===== src/rtl/rsfq_gate_pkg.sv =====
// Shared definitions for the clocked RSFQ gate: logic modes, the tri-state
// channel encoding and the gate evaluation function.
package rsfq_gate_pkg;

  localparam int MAX_IN   = 16;
  localparam int MODE_AND = 0;
  localparam int MODE_OR  = 1;
  localparam int MODE_XOR = 2;

  typedef enum logic [1:0] {
    S_ZERO = 2'b00,
    S_ONE  = 2'b01,
    S_X    = 2'b10
  } tri_t;

  // Channels at index >= n are ignored; any undefined code is treated as X.
  function automatic tri_t eval_gate(input int mode, input logic [2*MAX_IN-1:0] st,
                                     input int n);
    logic any0;
    logic any1;
    logic anyx;
    logic par;
    tri_t res;
    any0 = 1'b0;
    any1 = 1'b0;
    anyx = 1'b0;
    par  = 1'b0;
    for (int i = 0; i < MAX_IN; i++) begin
      if (i < n) begin
        if (st[2*i +: 2] == S_ZERO) begin
          any0 = 1'b1;
        end else if (st[2*i +: 2] == S_ONE) begin
          any1 = 1'b1;
          par  = ~par;
        end else begin
          anyx = 1'b1;
        end
      end
    end
    case (mode)
      MODE_AND: res = any0 ? S_ZERO : (anyx ? S_X : S_ONE);
      MODE_OR:  res = any1 ? S_ONE : (anyx ? S_X : S_ZERO);
      default:  res = anyx ? S_X : (par ? S_ONE : S_ZERO);
    endcase
    return res;
  endfunction

endpackage


===== src/rtl/rsfq_pulse_delay.sv =====
// Latency line and pulse stretcher: an evaluation result appears on out exactly
// DELAY cycles after it is presented, stretched to PULSE_W cycles.
module rsfq_pulse_delay
  import rsfq_gate_pkg::*;
#(
  parameter int DELAY   = 25,
  parameter int PULSE_W = 2
) (
  input  logic clk,
  input  logic rst_n,
  input  logic fire,
  input  logic x,
  output logic out,
  output logic out_x
);

  localparam int PW = $clog2(PULSE_W + 1);
  localparam logic [PW-1:0] PW_LOAD = PW'(PULSE_W);
  localparam logic [PW-1:0] PW_ONE  = PW'(1);

  logic          tap_fire;
  logic          tap_x;
  logic [PW-1:0] remain;
  logic          x_q;

  // The stretcher register itself supplies the last cycle of latency.
  generate
    if (DELAY == 1) begin : g_direct
      assign tap_fire = fire;
      assign tap_x    = x;
    end else begin : g_line
      logic line_fire [DELAY-1];
      logic line_x    [DELAY-1];

      always_ff @(posedge clk or negedge rst_n) begin
        if (!rst_n) begin
          for (int j = 0; j < DELAY - 1; j++) begin
            line_fire[j] <= 1'b0;
            line_x[j]    <= 1'b0;
          end
        end else begin
          line_fire[0] <= fire;
          line_x[0]    <= x;
          for (int j = 1; j < DELAY - 1; j++) begin
            line_fire[j] <= line_fire[j-1];
            line_x[j]    <= line_x[j-1];
          end
        end
      end

      assign tap_fire = line_fire[DELAY-2];
      assign tap_x    = line_x[DELAY-2];
    end
  endgenerate

  // A pulse arriving while the previous one continues merges its X flag in.
  always_ff @(posedge clk or negedge rst_n) begin
    if (!rst_n) begin
      remain <= '0;
      x_q    <= 1'b0;
    end else if (tap_fire) begin
      remain <= PW_LOAD;
      x_q    <= tap_x | ((remain > PW_ONE) ? x_q : 1'b0);
    end else if (remain != '0) begin
      remain <= remain - PW_ONE;
    end
  end

  assign out   = (remain != '0);
  assign out_x = out & x_q;

endmodule


===== src/rtl/rsfq_clocked_gate_n.sv =====
// Clocked RSFQ gate with N pulse inputs: per-channel tri-state latching,
// setup/hold violation detection and counting, delayed stretched output.
module rsfq_clocked_gate_n
  import rsfq_gate_pkg::*;
#(
  parameter int N_IN    = 2,
  parameter int MODE    = 0,
  parameter int T_HOLD  = 12,
  parameter int T_SETUP = 1,
  parameter int DELAY   = 25,
  parameter int PULSE_W = 2,
  parameter int CNT_W   = 8
) (
  input  logic                  clk,
  input  logic                  rst_n,
  input  logic [N_IN-1:0]       in_pulse,
  input  logic                  sfq_clk,
  output logic                  out,
  output logic                  out_x,
  output logic [N_IN-1:0]       viol_pulse,
  output logic [N_IN*CNT_W-1:0] viol_cnt
);

  localparam int SW = $clog2(T_SETUP + 2);
  localparam int HW = $clog2(T_HOLD + 2);
  localparam logic [SW-1:0] SETUP_LIM = SW'(T_SETUP);
  localparam logic [HW-1:0] HOLD_LAST = HW'((T_HOLD > 0) ? T_HOLD - 1 : 0);
  localparam bit            SETUP_EN  = (T_SETUP > 0);
  localparam logic [CNT_W-1:0] CNT_MAX = '1;

  logic [N_IN-1:0]     in_prev;
  logic [N_IN-1:0]     data_edge;
  logic [N_IN-1:0]     hold_v;
  logic [N_IN-1:0]     setup_v;
  logic                sfq_prev;
  logic                clk_edge;
  logic                clk_seen;
  logic                in_hold_win;
  logic [HW-1:0]       clk_age;
  logic [SW-1:0]       data_age  [N_IN];
  tri_t                state     [N_IN];
  tri_t                data_next [N_IN];
  logic [CNT_W-1:0]    cnt_next  [N_IN];
  logic [2*MAX_IN-1:0] eval_vec;
  tri_t                result;
  logic                fire;
  logic                fire_x;

  assign data_edge   = in_pulse & ~in_prev;
  assign clk_edge    = sfq_clk & ~sfq_prev;
  assign in_hold_win = clk_seen && (clk_age != '0) && (clk_age <= HOLD_LAST);

  // Ages count cycles since the last edge (1 = previous cycle), saturating so
  // an old event never wraps back into a window.
  always_comb begin
    logic [1:0]     inc;
    logic [CNT_W:0] sum;
    hold_v   = '0;
    setup_v  = '0;
    eval_vec = '0;
    inc      = '0;
    sum      = '0;
    for (int i = 0; i < N_IN; i++) begin
      hold_v[i]  = data_edge[i] & in_hold_win;
      setup_v[i] = SETUP_EN && clk_edge && (data_edge[i] || (data_age[i] < SETUP_LIM));
      data_next[i] = hold_v[i] ? S_X : ((state[i] == S_X) ? S_X : S_ONE);
      eval_vec[2*i +: 2] = setup_v[i] ? S_X : (data_edge[i] ? data_next[i] : state[i]);
      inc = {1'b0, hold_v[i]} + {1'b0, setup_v[i]};
      sum = {1'b0, viol_cnt[i*CNT_W +: CNT_W]} + (CNT_W + 1)'(inc);
      cnt_next[i] = sum[CNT_W] ? CNT_MAX : sum[CNT_W-1:0];
    end
    result = eval_gate(MODE, eval_vec, N_IN);
    fire   = clk_edge && (result != S_ZERO);
    fire_x = clk_edge && (result == S_X);
  end

  always_ff @(posedge clk or negedge rst_n) begin
    if (!rst_n) begin
      in_prev    <= '0;
      sfq_prev   <= 1'b0;
      clk_seen   <= 1'b0;
      clk_age    <= '1;
      viol_pulse <= '0;
      viol_cnt   <= '0;
      for (int i = 0; i < N_IN; i++) begin
        state[i]    <= S_ZERO;
        data_age[i] <= '1;
      end
    end else begin
      in_prev    <= in_pulse;
      sfq_prev   <= sfq_clk;
      viol_pulse <= hold_v | setup_v;
      if (clk_edge) begin
        clk_seen <= 1'b1;
        clk_age  <= HW'(1);
      end else if (clk_age != '1) begin
        clk_age <= clk_age + 1'b1;
      end
      for (int i = 0; i < N_IN; i++) begin
        viol_cnt[i*CNT_W +: CNT_W] <= cnt_next[i];
        if (data_edge[i]) begin
          data_age[i] <= SW'(1);
        end else if (data_age[i] != '1) begin
          data_age[i] <= data_age[i] + 1'b1;
        end
        // A gate clock consumes every channel; only later data can set it again.
        if (clk_edge) begin
          state[i] <= S_ZERO;
        end else if (data_edge[i]) begin
          state[i] <= data_next[i];
        end
      end
    end
  end

  rsfq_pulse_delay #(
    .DELAY  (DELAY),
    .PULSE_W(PULSE_W)
  ) u_delay (
    .clk  (clk),
    .rst_n(rst_n),
    .fire (fire),
    .x    (fire_x),
    .out  (out),
    .out_x(out_x)
  );

endmodule


===== config.mk =====
export PLATFORM = sky130hd
export DESIGN_NAME = rsfq_clocked_gate_n
export DESIGN_NICKNAME = d
export VERILOG_FILES = /design/src/rtl/rsfq_gate_pkg.sv /design/src/rtl/rsfq_pulse_delay.sv /design/src/rtl/rsfq_clocked_gate_n.sv
export SDC_FILE = /design/constraint.sdc
export NUM_CORES = 1
export LEC_CHECK = 0
export CORE_MARGIN = 4
export CORE_UTILIZATION = 51
export CTS_CLUSTER_DIAMETER = 60
export DETAILED_ROUTE_END_ITERATION = 16
export PLACE_DENSITY_LB_ADDON = 0.12
export SYNTH_ARGS = -nofsm -noshare
export SYNTH_HDL_FRONTEND = slang
export SYNTH_SLANG_ARGS = --single-unit
export TNS_END_PERCENT = 10

===== constraint.sdc =====
create_clock -name clk -period 2.4 [get_ports clk]
set_input_delay 0.36 -clock clk [delete_from_list [all_inputs] [get_ports clk]]
set_output_delay 0.36 -clock clk [all_outputs]
set_load 0.05 [all_outputs]

==> impl_metrics.env, run 1 <==
export IMPL_drt_iter0_drc=49
export IMPL_yosysTopAreaCell="dfrtp_1"
export IMPL_period_share_pct=99.9
export IMPL_fmax_mhz=417
export IMPL_synthCells=218
export IMPL_synthesis_nets=235
export IMPL_cts_tree="done"
export IMPL_antenna_left=0
export IMPL_final_min_clock_period_ns=2.40
export IMPL_io_pins=25
export IMPL_min_path_type="flop to flop"
export IMPL_nNetsFinal=287
export IMPL_end_kind="flop"
export IMPL_path_max_fanout=3
export IMPL_cap_violations=0
export IMPL_synth_main_ff_cell="dfrtp_1"
export IMPL_post_synth_cell_area_avg_um2=13.7
export IMPL_ys_warn_count=0
export IMPL_async_flop_share_pct=100
export IMPL_reg2reg_from="clk_age[1]$_DFFE_PN1P_"
export IMPL_gr_usage_all_layers_pct=14.4
export IMPL_synth_edf_count=0
export IMPL_ys_seq_elements=85
export IMPL_r2r_end="viol_cnt[14]$_DFF_PN0_"
export IMPL_area_growth_pct=24.0
export IMPL_grt_remaining_overflow=0
export IMPL_hpwl_um=3040
export IMPL_die_height_um=84.6
export IMPL_synth_cell_type_count=34
export IMPL_peakVddDrop_mv=0.695
export IMPL_synth_area_top_cells="dfrtp_1, dfstp_2, ha_1"
export IMPL_rsz0062_at_grt="true"
export IMPL_fin_skew_ns=0.00673
export IMPL_grt_max_degree=43
export IMPL_wire_per_inst_um=13.2
export IMPL_critPathKind="flop to flop"
export IMPL_layout_drive_gt1_share_pct=20.7
export IMPL_synthMostInstantiatedCell="dfrtp_1"
export IMPL_die_width_um=84.6
export IMPL_grt_pass1_wl_um=8060
export IMPL_path_clk_slew_ns=0.09
export IMPL_cts_buffer_depth=2
export IMPL_cts_sinks=85
export IMPL_dieArea_um2=7160
export IMPL_finalMaxSlewViolations=0
export IMPL_crit_end="viol_cnt[14]$_DFF_PN0_"
export IMPL_yosysTopAreaCellShare_pct=64.4
export IMPL_routabilityCongestion=0.789
export IMPL_outcome="complete, no violations"
export IMPL_seq_area_frac_synth_pct=71.4
export IMPL_clkLatencyLatePin_ns=0.35
export IMPL_first_global_vias=1802
export IMPL_cts_max_level=3
export IMPL_synth_common_cells="dfrtp_1, nand2_1, inv_1"
export IMPL_hold_violations=0
export IMPL_drtPass1Iterations=4
export IMPL_antenna_found_initial=0
export IMPL_static_leakage_power_nw=1.85
export IMPL_n_antenna_cell=0
export IMPL_post_route_drc_count=0
export IMPL_tightest_slew_ns=0.559
export IMPL_cts_root_buf="clkbuf_8"
export IMPL_finalNonFillerCells=347
export IMPL_row_count=27
export IMPL_p_total_mw=4.47
export IMPL_maxSlewHeadroom_pct=62.8
export IMPL_synth_area_um2=2990
export IMPL_core_area_um2=5610
export IMPL_io_buffers=24
export IMPL_setup_viol_count_final=0
export IMPL_ff2ff_path_depth=11
export IMPL_critPathArrivalTime_ns=2.63
export IMPL_start_kind="flop"
export IMPL_critPathLaunch="clk_age[1]$_DFFE_PN1P_"
export IMPL_power_density_nw_per_um2=1200
export IMPL_required_ns=2.64
export IMPL_dp_cells=327
export IMPL_initial_core_util_pct=53.4
export IMPL_vias_per_cell=4.91
export IMPL_cts_made_buffers=9
export IMPL_finalWirelength_um=4600
export IMPL_vias=1705
export IMPL_reg2reg_slack_ns=0.002
cells by family (layout without fill, tap and decap cells):
family	after synthesis	in the layout	share of synthesized area (%)
XOR/XNOR	12	12	3.51
flip-flops	85	85	71.4
buffers and inverters	17	74	2.17
AND/OR/NAND/NOR	66	66	11.1
AO/OA/AOI/OAI	22	22	4.93
adder cells (fa/ha/maj)	12	12	5.52
multiplexers	4	4	1.38
layout make-up:
type / instances / area (um^2)
flip-flops and latches: 85 / 2140
fillers: 430 / 1900
multi-input cells: 116 / 836
repair buffers: 42 / 390
clock buffers: 9 / 124
well taps: 72 / 90.1
clock inverters: 7 / 75.1
inverters: 16 / 60.1
per-stage QoR:
stage / utilization, % / hold WS, ns / worst slack (ns) / setup TNS, ns / area (um^2)
2_1_floorplan: - / 0.0644 / -0.0821 / -0.290 / 3020
3_3_place_gp: 61.6 / 0.333 / -0.213 / -2.73 / 3460
3_5_place_dp: 61.6 / 0.335 / -0.258 / -2.94 / 3460
4_1_cts: 66.1 / 0.357 / -0.00230 / -0.00230 / 3700
5_1_grt: 66.2 / 0.357 / -0.108 / -0.462 / 3710
6_report: 66.2 / 0.352 / 0.00180 / 0 / 3710
layer usage:
layer  track usage [%]  part of all wire (%)  vias up
met5                 0                     0        -
met4              5.32                   1.6        0
met3              5.30                   4.7        7
met2              22.5                    46       30
met1              18.6                    47      843
li1                  -                     -      825
placed cells by master, fill, tap and decap left out, types with 7 or more instances in the layout:
| cell | instances |
|---|---|
| xor2_1 | 8 |
| ha_1 | 7 |
| nor2_1 | 12 |
| nor2b_1 | 7 |
| dfrtp_1 | 77 |
| nand2_1 | 22 |
| dfstp_2 | 8 |
| clkdlybuf4s50_1 | 22 |
| clkbuf_8 | 9 |
| buf_4 | 17 |
| inv_1 | 13 |
worst min path at each step:
stage,startpoint,end,depth (start not counted)
6_report,u_delay.g_line.line_fire[3]$_DFF_PN0_,u_delay.g_line.line_fire[2]$_DFF_PN0_,0
5_1_grt,u_delay.g_line.line_fire[8]$_DFF_PN0_,u_delay.g_line.line_fire[7]$_DFF_PN0_,0
4_1_cts,u_delay.g_line.line_fire[3]$_DFF_PN0_,u_delay.g_line.line_fire[2]$_DFF_PN0_,0
3_5_place_dp,u_delay.g_line.line_fire[9]$_DFF_PN0_,u_delay.g_line.line_fire[8]$_DFF_PN0_,0
3_3_place_gp,u_delay.g_line.line_fire[1]$_DFF_PN0_,u_delay.tap_fire$_DFF_PN0_,0
2_1_floorplan,rst_n,clk_seen$_DFFE_PN0P_,0
critical path, cell delays in order (launching register included):
cell,delay [ns]
dfstp_2,0.54
inv_2,0.03
ha_2,0.16
or3b_4,0.24
nand4_1,0.13
fa_2,0.41
inv_2,0.08
ha_4,0.12
and3_4,0.18
and3_4,0.21
nor2b_1,0.12
a21oi_1,0.07
power breakdown:
part	total [mW]	internal (mW)	switching, mW
logic	1.42	0.570	0.850
clock network	0.977	0.413	0.564
registers	2.07	1.84	0.237
registers in the layout, summed over array words and instances (netlist names):
register / cells
u_delay.g_line.line_fire: 23
u_delay.g_line.line_x: 23
viol_cnt: 16
clk_age: 4
data_age: 4
state: 4
in_prev: 2
u_delay.remain: 2
viol_pulse: 2
clk_seen: 1
sfq_prev: 1
u_delay.tap_fire: 1
u_delay.tap_x: 1
u_delay.x_q: 1
timing repair:
action	4_1_cts	5_1_grt
endpoints found under the hold margin	25	0
endpoints found under the setup margin	11	17
gates resized for setup	3	3
hold buffers	1	0
setup buffers	3	0
pin swaps	3	0
Note: power is estimated with default switching activity, not from simulation.
==> run 2, diff against run 1 <==
--- a/config.mk
+++ b/config.mk
@@ -9,7 +9,7 @@
 export CORE_UTILIZATION = 51
 export CTS_CLUSTER_DIAMETER = 60
 export DETAILED_ROUTE_END_ITERATION = 16
-export PLACE_DENSITY_LB_ADDON = 0.12
+export PLACE_DENSITY = 0.78
 export SYNTH_ARGS = -nofsm -noshare
 export SYNTH_HDL_FRONTEND = slang
 export SYNTH_SLANG_ARGS = --single-unit
==> impl_metrics.env, run 2 (synthesized netlist as in run 1, its figures left out) <==
export IMPL_required_ns=2.64
export IMPL_critPathLaunch="clk_age[1]$_DFFE_PN1P_"
export IMPL_dp_cells=327
export IMPL_cp_slowest_cell="dfstp_2"
export IMPL_outcome="complete, but fails checks"
export IMPL_dpl_cell_area_um2=3460
export IMPL_cp_top_family="simple AND/OR/NAND/NOR gates"
export IMPL_pre_cts_ws_ns=-0.282
export IMPL_ff2ff_path_depth=9
export IMPL_path_buf_inv=1
export IMPL_io_pins=25
export IMPL_setup_slack_ns=-0.0118
export IMPL_finalNonFillerCells=345
export IMPL_grt_pass1_wl_um=8670
export IMPL_grt_max_degree=71
export IMPL_static_leakage_power_nw=1.84
export IMPL_wire_per_inst_um=14.0
export IMPL_path_clk_slew_ns=0.08
export IMPL_cts_made_buffers=9
export IMPL_vias=1722
export IMPL_cts_root_buf="clkbuf_8"
export IMPL_path_max_fanout=3
export IMPL_fmax_mhz=415
export IMPL_path_depth=9
export IMPL_die_height_um=84.6
export IMPL_rsz0062_at_grt="true"
export IMPL_cts_tree="done"
export IMPL_seq_area_um2=2140
export IMPL_drt_iter0_drc=71
export IMPL_slowest_delay_ns=0.54
export IMPL_antenna_left=0
export IMPL_clkLatencyLatePin_ns=0.34
export IMPL_multiInputGateArea_um2=847
export IMPL_fillers=422
export IMPL_worstHoldStart="u_delay.g_line.line_x[3]$_DFF_PN0_"
export IMPL_path_cells="inv_2 -> ha_2 -> or3b_4 -> nand4_1 -> fa_2 -> nor2b_1 -> nand4_1 -> nor2_1 -> mux2_2"
export IMPL_core_area_um2=5610
export IMPL_crit_path_frequent_cell="nand4_1"
export IMPL_finalMaxSlewViolations=0
export IMPL_grt_remaining_overflow=0
export IMPL_cts_buffer_depth=2
export IMPL_vias_per_cell=4.99
export IMPL_drtPass1Iterations=4
export IMPL_layout_commonest_cell="dfrtp_1"
export IMPL_period_share_pct=100
export IMPL_reg2reg_from="clk_age[1]$_DFFE_PN1P_"
export IMPL_min_path_cells=0
export IMPL_hold_violations=0
export IMPL_finalWirelength_um=4840
export IMPL_cts_max_level=3
export IMPL_routabilityCongestion=0.826
export IMPL_die_width_um=84.6
export IMPL_io_buffers=24
export IMPL_reg_top3="u_delay.g_line.line_fire: 23 flops, u_delay.g_line.line_x: 23 flops, viol_cnt: 16 flops"
export IMPL_critPathKind="flop to flop"
export IMPL_cap_violations=0
export IMPL_r2r_end="viol_cnt[15]$_DFF_PN0_"
export IMPL_maxSlewHeadroom_pct=65.4
export IMPL_power_density_nw_per_um2=1220
export IMPL_violations="negative setup slack"
export IMPL_row_count=27
export IMPL_tightest_slew_ns=0.517
export IMPL_fin_skew_ns=0.0109
export IMPL_cts_sinks=85
export IMPL_first_global_vias=1844
export IMPL_final_core_util_pct=66.2
export IMPL_initial_core_util_pct=53.4
export IMPL_gr_usage_all_layers_pct=15.7
export IMPL_area_growth_pct=24.0
export IMPL_tns_ns=-0.0192
export IMPL_final_min_clock_period_ns=2.41
export IMPL_min_path_type="flop to flop"
export IMPL_reg2reg_slack_ns=-0.01
export IMPL_nNetsFinal=285
export IMPL_holdPathEnd="u_delay.g_line.line_x[2]$_DFF_PN0_"
export IMPL_n_antenna_cell=0
export IMPL_layout_common_cells="dfrtp_1, nand2_1, clkdlybuf4s50_1"
export IMPL_peakVddDrop_mv=0.788
export IMPL_start_kind="flop"
export IMPL_critPathArrivalTime_ns=2.65
export IMPL_setup_viol_count_final=2
export IMPL_final_area_um2=3710
export IMPL_post_route_drc_count=0
export IMPL_antenna_found_initial=0
export IMPL_dieArea_um2=7160
export IMPL_end_kind="flop"
export IMPL_hpwl_um=3240
export IMPL_layout_drive_gt1_share_pct=20.1
-- run 2: cell count changes in the layout (fill, tap and decap cells not counted), sizes merged --
| cell | previous run | this run |
|---|---|---|
| inv | 21 | 16 |
| clkbuf | 9 | 13 |
| buf | 18 | 16 |
| bufinv | 0 | 1 |
| clkinv | 1 | 2 |
| clkinvlp | 1 | 0 |
-- run 2: final cells by class --
type,count,share of cell area [%]
multi-input combinational,116,22.8
clock buffer,13,4.28
clock inverter,3,1.18
timing repair buffer,40,10.1
inverter,16,1.62
tap,72,2.43
sequential,85,57.6
-- run 2: how the worst max path moves through the flow --
stage	slack [ns]	endpoint
floorplan	-0.08	viol_cnt[14]$_DFF_PN0_
global placement	-0.21	viol_cnt[14]$_DFF_PN0_
detailed placement	-0.28	viol_cnt[14]$_DFF_PN0_
CTS	-0.02	viol_cnt[15]$_DFF_PN0_
global route	-0.13	viol_cnt[15]$_DFF_PN0_
finish	-0.01	viol_cnt[15]$_DFF_PN0_
-- run 2: where the power goes --
part | leakage [nW] | switching, mW | internal, mW | total (mW)
Sequential | 1.09 | 0.253 | 1.84 | 2.09
Clock | 0.104 | 0.460 | 0.539 | 0.999
Combinational | 0.648 | 0.864 | 0.572 | 1.44
Total | 1.84 | 1.58 | 2.95 | 4.53
-- run 2: repair_timing --
| item | 4_1_cts | 5_1_grt |
|---|---|---|
| hold buffers | 1 | 0 |
| pin swaps | 1 | 1 |
| hold endpoints to repair | 12 | 0 |
| cloned | 0 | 0 |
| setup endpoints to repair | 8 | 17 |
| setup buffers | 1 | 0 |
| gates resized for setup | 5 | 3 |
-- run 2: per-stage QoR --
stage | power [mW] | hold WS, ns
final | 4.53 | 0.348
after global routing | 4.83 | 0.349
after CTS | 4.58 | 0.346
after detailed placement | 3.54 | 0.239
after global placement | 3.46 | 0.235
after floorplan | 3.02 | 0.0644
-- run 2: worst register-to-register path: cells and delay by family (launching register included) --
family,cells,cell delay (ns)
mux,1,0.34
fa+ha+maj,2,0.56
buf+inv,1,0.03
flops,1,0.54
simple gates,5,0.84
-- run 2: per-layer routing --
layer | up-vias | GRT usage, % | part of all wire (%)
met3 | 8 | 5.69 | 4.8
met5 | - | 0 | 0
met2 | 34 | 25.0 | 48
met4 | 0 | 5.47 | 1.9
met1 | 863 | 20.0 | 45
li1 | 817 | - | -
==> run 3, diff against run 2 <==
--- a/config.mk
+++ b/config.mk
@@ -9,6 +9,7 @@
 export CORE_UTILIZATION = 51
 export CTS_CLUSTER_DIAMETER = 60
 export DETAILED_ROUTE_END_ITERATION = 16
+export MAX_ROUTING_LAYER = met4
 export PLACE_DENSITY = 0.78
 export SYNTH_ARGS = -nofsm -noshare
 export SYNTH_HDL_FRONTEND = slang
==> impl_metrics.env, run 3 (synthesized netlist as in run 1, its figures left out) <==
export IMPL_cp_slowest_cell="dfstp_2"
export IMPL_layout_commonest_cell="dfrtp_1"
export IMPL_row_count=27
export IMPL_slowest_delay_ns=0.54
export IMPL_cts_made_buffers=9
export IMPL_cap_violations=0
export IMPL_r2r_end="viol_cnt[15]$_DFF_PN0_"
export IMPL_path_clk_slew_ns=0.09
export IMPL_cp_top_family="simple AND/OR/NAND/NOR gates"
export IMPL_critPathLaunch="clk_age[1]$_DFFE_PN1P_"
export IMPL_reg_top3="u_delay.g_line.line_fire: 23 flops, u_delay.g_line.line_x: 23 flops, viol_cnt: 16 flops"
export IMPL_first_global_vias=1844
export IMPL_required_ns=2.64
export IMPL_clkLatencyLatePin_ns=0.34
export IMPL_io_buffers=24
export IMPL_io_pins=25
export IMPL_die_width_um=84.6
export IMPL_nNetsFinal=285
export IMPL_drt_iter0_drc=81
export IMPL_fin_skew_ns=0.0126
export IMPL_static_leakage_power_nw=1.84
export IMPL_violations="negative setup slack"
export IMPL_path_buf_inv=1
export IMPL_layout_common_cells="dfrtp_1, nand2_1, clkdlybuf4s50_1"
export IMPL_drtPass1Iterations=4
export IMPL_reg2reg_from="clk_age[1]$_DFFE_PN1P_"
export IMPL_sequentialPowerShare_pct=46.2
export IMPL_path_max_fanout=3
export IMPL_path_cells="inv_2 -> ha_2 -> or3b_4 -> nand4_1 -> fa_2 -> nor2b_1 -> nand4_1 -> nor2_1 -> mux2_2"
export IMPL_finalNonFillerCells=345
export IMPL_critPathArrivalTime_ns=2.65
export IMPL_grt_pass1_wl_um=8670
export IMPL_finalMaxSlewViolations=0
export IMPL_dieArea_um2=7160
export IMPL_vias_per_cell=4.96
export IMPL_end_kind="flop"
export IMPL_dp_cells=327
export IMPL_cts_sinks=85
export IMPL_n_antenna_cell=0
export IMPL_tightest_slew_ns=0.517
export IMPL_min_path_type="flop to flop"
export IMPL_pre_cts_ws_ns=-0.282
export IMPL_hold_violations=0
export IMPL_final_min_clock_period_ns=2.41
export IMPL_grt_remaining_overflow=0
export IMPL_crit_path_frequent_cell="nand4_1"
export IMPL_cts_max_level=3
export IMPL_peakVddDrop_mv=0.792
export IMPL_outcome="complete, but fails checks"
export IMPL_routabilityCongestion=0.839
export IMPL_start_kind="flop"
export IMPL_maxSlewHeadroom_pct=65.4
export IMPL_grt_max_degree=71
export IMPL_cts_tree="done"
export IMPL_crit_end="viol_cnt[15]$_DFF_PN0_"
export IMPL_initial_core_util_pct=53.4
export IMPL_fillers=422
export IMPL_rsz0062_at_grt="true"
export IMPL_area_growth_pct=24.0
export IMPL_p_sw_mw=1.58
export IMPL_wire_per_inst_um=14.0
export IMPL_antenna_found_initial=0
export IMPL_cts_root_buf="clkbuf_8"
export IMPL_fmax_mhz=415
export IMPL_cts_buffer_depth=2
export IMPL_vias=1712
export IMPL_reg2reg_slack_ns=-0.01
export IMPL_internal_power_mw=2.95
export IMPL_comb_power_share_pct=31.8
export IMPL_ff2ff_path_depth=9
export IMPL_finalWirelength_um=4820
export IMPL_power_density_nw_per_um2=1220
export IMPL_critPathKind="flop to flop"
export IMPL_setup_slack_ns=-0.0123
export IMPL_layout_drive_gt1_share_pct=20.1
export IMPL_p_clk_share_pct=22.0
export IMPL_hpwl_um=3240
export IMPL_swShare_pct=34.8
export IMPL_period_share_pct=101
export IMPL_post_route_drc_count=0
export IMPL_die_height_um=84.6
export IMPL_gr_usage_all_layers_pct=16.2
export IMPL_antenna_left=0
export IMPL_core_area_um2=5610
export IMPL_setup_viol_count_final=2
export IMPL_path_depth=9
==> run 3: cell counts in the layout (fill, tap and decap cells not counted) <==
Identical to the previous run, type by type.
==> run 3: worst min path at each step <==
stage / end / slack, ns / cells after the start / from
after global routing: u_delay.g_line.line_fire[1]$_DFF_PN0_ / 0.35 / 0 / u_delay.g_line.line_fire[2]$_DFF_PN0_
after detailed placement: in_prev[1]$_DFF_PN0_ / 0.24 / 1 / rst_n
after floorplan: clk_seen$_DFFE_PN0P_ / 0.06 / 0 / rst_n
final: u_delay.g_line.line_fire[1]$_DFF_PN0_ / 0.35 / 0 / u_delay.g_line.line_fire[2]$_DFF_PN0_
after global placement: in_prev[1]$_DFF_PN0_ / 0.24 / 1 / rst_n
after CTS: u_delay.g_line.line_fire[1]$_DFF_PN0_ / 0.35 / 0 / u_delay.g_line.line_fire[2]$_DFF_PN0_
==> run 3: area by class of cell <==
cell class / count / area, um^2 / share of cell area [%]
repair buffers: 40 / 375 / 10.1
well taps: 72 / 90.1 / 2.43
clock inverters: 3 / 43.8 / 1.18
inverters: 16 / 60.1 / 1.62
multi-input cells: 116 / 847 / 22.8
flip-flops and latches: 85 / 2140 / 57.6
clock buffers: 13 / 159 / 4.28
==> run 3: per-layer routing <==
| layer | up-vias | GRT usage (%) | part of all wire (%) |
|---|---|---|---|
| met3 | 8 | 5.69 | 4.0 |
| met5 | - | - | 0 |
| met4 | 0 | 5.47 | 1.9 |
| met2 | 32 | 25.0 | 48 |
| li1 | 815 | - | - |
| met1 | 857 | 20.0 | 46 |
==> run 3: through the flow <==
stage	power [mW]	hold slack, ns	util (%)	TNS, ns	cell area, um^2
global placement	3.46	0.235	61.6	-2.18	3460
detailed placement	3.54	0.239	61.6	-2.96	3460
CTS	4.58	0.346	66.1	-0.0385	3700
floorplan	3.02	0.0644	-	-0.290	3020
finish	4.53	0.347	66.2	-0.0208	3710
global route	4.83	0.349	66.2	-0.837	3710
==> run 3: repair_timing <==
action / in CTS / in global routing
setup endpoints to repair: 8 / 17
buffers inserted: 1 / 0
hold buffers: 1 / 0
pin swaps: 1 / 1
hold endpoints to repair: 12 / 0
resized for setup: 5 / 3
==> run 3: power groups by stage <==
stage	sequential (mW)	combinational, mW	clock (mW)
after floorplan	2.42	0.602	0
after global placement	2.09	1.37	0
after detailed placement	2.11	1.43	0
after CTS	2.10	1.45	1.04
after global routing	2.15	1.60	1.09
final	2.09	1.44	0.994
